[config.mk]
export PLATFORM = sky130hd
export DESIGN_NAME = mem_arbiter
export DESIGN_NICKNAME = d
export VERILOG_FILES = /design/src/rtl/mem_arbiter.sv
export SDC_FILE = /design/constraint.sdc
export NUM_CORES = 1
export LEC_CHECK = 0
export BUFFER_PORTS_ARGS = -buffer_cell sky130_fd_sc_hd__buf_2
export CAP_MARGIN = 40
export CORE_UTILIZATION = 47
export CTS_CLUSTER_SIZE = 40
export DETAILED_ROUTE_END_ITERATION = 10
export PLACE_DENSITY = 0.8
export SLEW_MARGIN = 10
export SYNTH_ARGS = -nofsm -noshare
export SYNTH_HDL_FRONTEND = slang
export SYNTH_SLANG_ARGS = --single-unit
export TNS_END_PERCENT = 30
[constraint.sdc]
create_clock -name clock -period 2.33 [get_ports clock]
set_clock_uncertainty 0.2 [all_clocks]
set_input_delay 0.466 -clock clock [delete_from_list [all_inputs] [get_ports clock]]
set_output_delay 0.466 -clock clock [all_outputs]
set_load 0.01 [all_outputs]
[src/rtl/mem_arbiter.sv]
// mem_arbiter: shares one memory port between an instruction-fetch requester
// (I) and a data requester (D). D has priority except when I has waited
// through STARVE_LIMIT consecutive D grants. A memory access that stays busy
// for MEM_TIMEOUT sampled cycles is aborted and flagged on bus_err.
//
// Ports
//   clock, reset          rising-edge clock, synchronous active-high reset
//   i_req/i_address       fetch request (held until i_valid) and word address
//   i_flush               redirect: discards the requested or outstanding fetch
//   i_valid/i_data_out    one-cycle fetch completion pulse and fetched word
//   d_req/d_rw            data request (held until d_valid), 1=read 0=write
//   d_address/d_data_in   data address and store data
//   d_access_size         size code passed through to the memory
//   d_valid/d_data_out    one-cycle data completion pulse and load data
//   stall_f/stall_m       combinational stall levels for the two requesters
//   mem_*                 registered shared memory port
//   mem_data_out/mem_busy memory read data and busy
//   bus_err               sticky timeout flag
module mem_arbiter #(
    parameter int unsigned STARVE_LIMIT = 4,
    parameter int unsigned MEM_TIMEOUT  = 16
) (
    input  logic        clock,
    input  logic        reset,
    input  logic        i_req,
    input  logic [31:0] i_address,
    input  logic        i_flush,
    output logic        i_valid,
    output logic [31:0] i_data_out,
    input  logic        d_req,
    input  logic        d_rw,
    input  logic [31:0] d_address,
    input  logic [31:0] d_data_in,
    input  logic [1:0]  d_access_size,
    output logic        d_valid,
    output logic [31:0] d_data_out,
    output logic        stall_f,
    output logic        stall_m,
    output logic [31:0] mem_address,
    output logic [31:0] mem_data_in,
    output logic [1:0]  mem_access_size,
    output logic        mem_rw,
    output logic        mem_enable,
    input  logic [31:0] mem_data_out,
    input  logic        mem_busy,
    output logic        bus_err
);

    localparam int unsigned SW = 3;
    localparam int unsigned TW = $clog2(MEM_TIMEOUT + 1);

    typedef enum logic [1:0] {
        ST_IDLE   = 2'd0,
        ST_WAIT_I = 2'd1,
        ST_WAIT_D = 2'd2
    } state_t;

    state_t          r_state;
    state_t          w_state_nxt;

    logic [31:0]     r_mem_address;
    logic [31:0]     r_mem_data_in;
    logic [1:0]      r_mem_access_size;
    logic            r_mem_rw;
    logic            r_mem_enable;
    logic            r_i_valid;
    logic [31:0]     r_i_data_out;
    logic            r_d_valid;
    logic [31:0]     r_d_data_out;
    logic            r_bus_err;
    logic [SW-1:0]   r_streak;
    logic [TW-1:0]   r_timeout;
    logic            r_first;   // grant just issued: busy not yet meaningful
    logic            r_done;    // completion cycle: no grant allowed
    logic            r_drop;    // outstanding fetch was flushed

    logic            w_i_elig;
    logic            w_force_i;
    logic            w_tmo_hit;
    logic            w_drop;
    logic [SW-1:0]   w_streak_inc;
    logic            w_grant_i;
    logic            w_grant_d;
    logic            w_sample;
    logic            w_finish;
    logic            w_abort;

    assign w_i_elig     = i_req & ~i_flush;
    assign w_force_i    = w_i_elig & (r_streak == SW'(STARVE_LIMIT));
    assign w_tmo_hit    = (r_timeout == TW'(MEM_TIMEOUT - 1));
    assign w_drop       = r_drop | i_flush;
    assign w_streak_inc = (r_streak == SW'(STARVE_LIMIT)) ? r_streak : r_streak + SW'(1);

    // State register
    always_ff @(posedge clock) begin
        if (reset) begin
            r_state <= ST_IDLE;
        end else begin
            r_state <= w_state_nxt;
        end
    end

    // Next state, arbitration and completion strobes
    always_comb begin
        w_state_nxt = r_state;
        w_grant_i   = 1'b0;
        w_grant_d   = 1'b0;
        w_sample    = 1'b0;
        w_finish    = 1'b0;
        w_abort     = 1'b0;
        case (r_state)
            ST_IDLE: begin
                if (!r_done) begin
                    if (d_req && !w_force_i) begin
                        w_grant_d   = 1'b1;
                        w_state_nxt = ST_WAIT_D;
                    end else if (w_i_elig) begin
                        w_grant_i   = 1'b1;
                        w_state_nxt = ST_WAIT_I;
                    end
                end
            end
            ST_WAIT_I, ST_WAIT_D: begin
                w_sample = ~r_first;
                if (w_sample) begin
                    if (!mem_busy) begin
                        w_finish = 1'b1;
                    end else if (w_tmo_hit) begin
                        w_abort = 1'b1;
                    end
                end
                if (w_finish || w_abort) begin
                    w_state_nxt = ST_IDLE;
                end
            end
            default: w_state_nxt = ST_IDLE;
        endcase
    end

    // Memory port, completion outputs, starvation and timeout bookkeeping
    always_ff @(posedge clock) begin
        if (reset) begin
            r_mem_address     <= '0;
            r_mem_data_in     <= '0;
            r_mem_access_size <= '0;
            r_mem_rw          <= 1'b1;
            r_mem_enable      <= 1'b0;
            r_i_valid         <= 1'b0;
            r_i_data_out      <= '0;
            r_d_valid         <= 1'b0;
            r_d_data_out      <= '0;
            r_bus_err         <= 1'b0;
            r_streak          <= '0;
            r_timeout         <= '0;
            r_first           <= 1'b0;
            r_done            <= 1'b0;
            r_drop            <= 1'b0;
        end else begin
            r_mem_enable <= w_grant_i | w_grant_d;
            r_first      <= w_grant_i | w_grant_d;
            r_done       <= w_finish | w_abort;
            r_i_valid    <= 1'b0;
            r_d_valid    <= 1'b0;

            if (w_grant_d) begin
                r_mem_address     <= d_address;
                r_mem_data_in     <= d_data_in;
                r_mem_access_size <= d_access_size;
                r_mem_rw          <= d_rw;
                r_streak          <= i_req ? w_streak_inc : '0;
            end
            if (w_grant_i) begin
                r_mem_address     <= i_address;
                r_mem_access_size <= 2'b00;
                r_mem_rw          <= 1'b1;
                r_streak          <= '0;
            end

            if (w_grant_i || w_grant_d) begin
                r_timeout <= '0;
                r_drop    <= 1'b0;
            end else if (w_sample && mem_busy && !w_abort) begin
                r_timeout <= r_timeout + TW'(1);
            end

            if (r_state == ST_WAIT_I && i_flush) begin
                r_drop <= 1'b1;
            end

            // Aborted accesses complete with zero data; a dropped fetch stays silent
            if (w_finish || w_abort) begin
                if (r_state == ST_WAIT_D) begin
                    r_d_valid <= 1'b1;
                    if (w_abort) begin
                        r_d_data_out <= '0;
                    end else if (r_mem_rw) begin
                        r_d_data_out <= mem_data_out;
                    end
                end else if (!w_drop) begin
                    r_i_valid    <= 1'b1;
                    r_i_data_out <= w_abort ? 32'h0 : mem_data_out;
                end
            end

            if (w_abort) begin
                r_bus_err <= 1'b1;
            end
        end
    end

    assign mem_address     = r_mem_address;
    assign mem_data_in     = r_mem_data_in;
    assign mem_access_size = r_mem_access_size;
    assign mem_rw          = r_mem_rw;
    assign mem_enable      = r_mem_enable;
    assign i_valid         = r_i_valid;
    assign i_data_out      = r_i_data_out;
    assign d_valid         = r_d_valid;
    assign d_data_out      = r_d_data_out;
    assign bus_err         = r_bus_err;
    assign stall_f         = i_req & ~r_i_valid;
    assign stall_m         = d_req & ~r_d_valid;

endmodule

==> metrics.md <==
| Metric | Value |
|---|---|
| Status | `finished, final reports clean` |
| Buf/Inv on CP | `1` |
| Power Density | `between 700 and 800 nW/µm²` |
| Fin cells | `~1,100` |
| Initial antenna violation count | `0` |
| Nets | `~1,000` |
| Top delay family on crit path | `simple AND/OR/NAND/NOR gates` |
| Setup crit end kind | `flop` |
| Syn avg cell area | `roughly 9.6 µm²` |
| PortBufs | `273` |
| Drt total wl | `approximately 15 mm` |
| Post-synthesis cell type count | `46` |
| Slew HR | `73.3%` |
| GP Congestion | `around 0.74` |
| Reg-to-reg endpoint | `d_data_out[27]$_SDFFE_PP0P_` |
| Synth warn | `0` |
| Worst r2r path cells | `8` |
| DR vias | `5,205` |
| Hold Crit Class | `in2reg` |
| Cell repeated most along the worst path | `ha_1` |
| Grt ovf | `0` |
| Core Area | `approximately 13,000 µm²` |
| Post-synth EDFFs | `0` |
| Post-synthesis register bit count | `approximately 150` |
| Number of global-route vias before repair | `between 4,000 and 5,000` |
| Global-route usage over all layers | `between 20% and 30%` |
| Pwr Total | `6330 µW` |
| # IOs | `roughly 270` |
| Critical path capture point | `d_data_out[27]$_SDFFE_PP0P_` |
| Worst Path Arrival | `between 2 and 2.5 ns` |
| Area delta synth->final | `35.2%` |
| Num CTS Buffers | `17` |
| RSZ-0062 raised after global routing | `no` |
| Final Hold Viols | `0` |
| Final period util | `94.2%` |
| R2R setup slack | `roughly 0.13 ns` |
| Most frequent cells in the layout | `buf_2, dfxtp_1, nand2_1, a21oi_1, mux2i_1` |
| Worst path depth | `8` |
| CTS Buffer Depth | `2` |
| Fmax achieved | `roughly 460 MHz` |
| Routed wire length per instance | `13.6 µm` |
| Share of layout cells above drive strength 1 | `between 30% and 40%` |
| Post-synthesis sequential area ratio | `48.8%` |
| Slowest stage cell, crit path | `dfxtp_1` |
| Crit-path cells | `ha_1 > and3_1 > ha_1 > and4b_1 > o2111ai_2 > buf_12 > nand2_1 > a21oi_1` |
| Die area | `between 10,000 and 15,000 µm²` |
| Drt via density | `slightly below 5` |
| Post-Syn Instances | `630` |
| CP peak stage delay | `approximately 0.33 ns` |
| Setup Fix Bufs, Post-CTS | `0` |
| Starting DRT DRC Count | `~210` |
| Critical path class | `reg2reg` |
| Clk Latency, worst-skew pair | `about 0.4 ns` |
| Min cycle time layout | `~2.2 ns` |
| Initial core utilization | `a little under half` |
| Fillers | `1,047` |
| Final core utilization | `64.9%` |
| Clock Root Buffer | `clkbuf_16` |
| Worst Tran Pin Value | `0.400 ns` |
| DR pass1 iterations | `4` |
| Setup violators final | `0` |
| Worst r2r src | `r_timeout[0]$_SDFFE_PP0P_` |
| Peak VDD IR | `0.521 mV` |
| CTS tree | `done` |
| Syn_nets | `about 770` |
| Max Cap Viol | `0` |
| Ys async rst share | `0%` |
| Placed insts | `roughly 1,000` |
| Dpl hpwl | `~10 mm` |
| Setup tns final | `0 ns` |
| Synthesized area | `between 6000 and 7000 µm²` |
| H-tree depth | `4` |
| Row count | `41` |
| CP required | `2.46 ns` |
| ANT cells | `0` |
| Most common cell after layout, fill and taps aside | `buf_2` |
| CTS clk-pin slew, worst paths | `~0.060 ns` |
| Die height | `between 100 and 150 µm` |
| WHS Path Cells | `3` |
| Synth Flop Type | `dfxtp_1` |
| DRC viols | `0` |
| CTS sink count | `~150` |
| CP Launch Type | `flop` |
| Crit path launch | `r_timeout[0]$_SDFFE_PP0P_` |
| Largest net degree at the start of global routing | `37` |
| CP Max Fanout | `32` |
| Final Slew Violations | `0` |
| Leak | `a little under 0.004 µW` |
| Final ANT Viol Nets | `0` |
| Die X | `around 120 µm` |
| Global-route wire length before repair | `between 20 and 25 mm` |
-- how the worst min path moves through the flow --
stage / start / end
2_1_floorplan: r_drop$_SDFFE_PP0P_ / r_drop$_SDFFE_PP0P_
3_3_place_gp: d_data_out[26]$_SDFFE_PP0P_ / d_data_out[26]$_SDFFE_PP0P_
3_5_place_dp: mem_data_in[31]$_SDFFE_PP0P_ / mem_data_in[31]$_SDFFE_PP0P_
4_1_cts: d_rw / mem_rw$_SDFFE_PP1P_
5_1_grt: d_rw / mem_rw$_SDFFE_PP1P_
6_report: d_rw / mem_rw$_SDFFE_PP1P_
-- flip-flops by register name, summed over array words and instances, names as in the netlist --
name,cells
r_timeout,5
r_first,1
d_data_out,32
i_data_out,32
bus_err,1
mem_access_size,2
r_streak,3
r_drop,1
r_state,2
r_done,1
mem_data_in,32
i_valid,1
mem_address,32
d_valid,1
mem_rw,1
-- synth_stat cells (all sizes together), types with 2 or more instances --
library cell	number	area share [%]
nor3	2	0.17
inv	7	0.44
nand2	137	8.5
and2	33	3.4
nor2	44	2.7
and3	2	0.21
nor2b	4	0.41
nand3b	2	0.25
o21ai	2	0.23
ha	7	1.5
nand4b	2	0.54
a21oi	69	5.9
or2	2	0.21
nand3	4	0.41
clkbuf	17	1.1
o32ai	2	0.29
dfxtp	147	49
nand2b	3	0.31
mux2i	66	11
buf	28	3.4
xor2	2	0.29
a22oi	2	0.25
and2b	3	0.39
o2bb2ai	32	7.7
-- where the power goes --
part           internal [µW]  switching (µW)
Clock                   1650             991
Combinational            424             507
Sequential              2670            85.8
-- through the flow --
stage	worst slack [ns]	area, µm²	hold WS (ns)
after floorplan	0.211	6030	0.267
after global placement	0.217	7570	0.238
after detailed placement	0.140	7570	0.243
after CTS	0.130	8150	0.0541
after global routing	0.00319	8160	0.0681
final	0.135	8160	0.0722
-- tightest hold or removal path, delay by kind of cell --
family / cells / cell delay (ns)
and+or+nand+nor: 2 / 0.11
buffers and inverters: 1 / 0.07
-- final cells by class --
| type | count | area, µm² | area share (%) |
|---|---|---|---|
| inverter | 7 | 26.3 | 0.322 |
| timing repair buffer | 288 | 1590 | 19.4 |
| clock buffer | 22 | 474 | 5.81 |
| clock inverter | 9 | 104 | 1.27 |
| tap | 172 | 215 | 2.64 |
| multi-input combinational | 431 | 2810 | 34.4 |
| sequential | 147 | 2940 | 36.1 |
-- logic make-up after synthesis --
kind of cell | share of synthesized area, %
AOI/OAI and AO/OA | 15.1
xor gates and xnor gates | 0.436
adders and majority gates | 1.45
buffers and inverters | 4.87
DFF | 48.8
muxes | 11.0
and+or+nand+nor | 18.4
-- layer usage --
metal | vias up | share of wire [%] | global-route usage, %
met2 | 174 | 49 | 40.3
met4 | 0 | 1.4 | 8.57
met3 | 14 | 8.1 | 8.22
li1 | 2651 | - | -
met1 | 2366 | 41 | 25.1
met5 | - | 0 | 0
-- repair_timing --
action	4_1_cts	5_1_grt
setup endpoints to repair	0	6
hold buffers	0	0
hold endpoints to repair	0	0
gates resized for setup	0	1
Note: power is estimated with default switching activity, not from simulation.
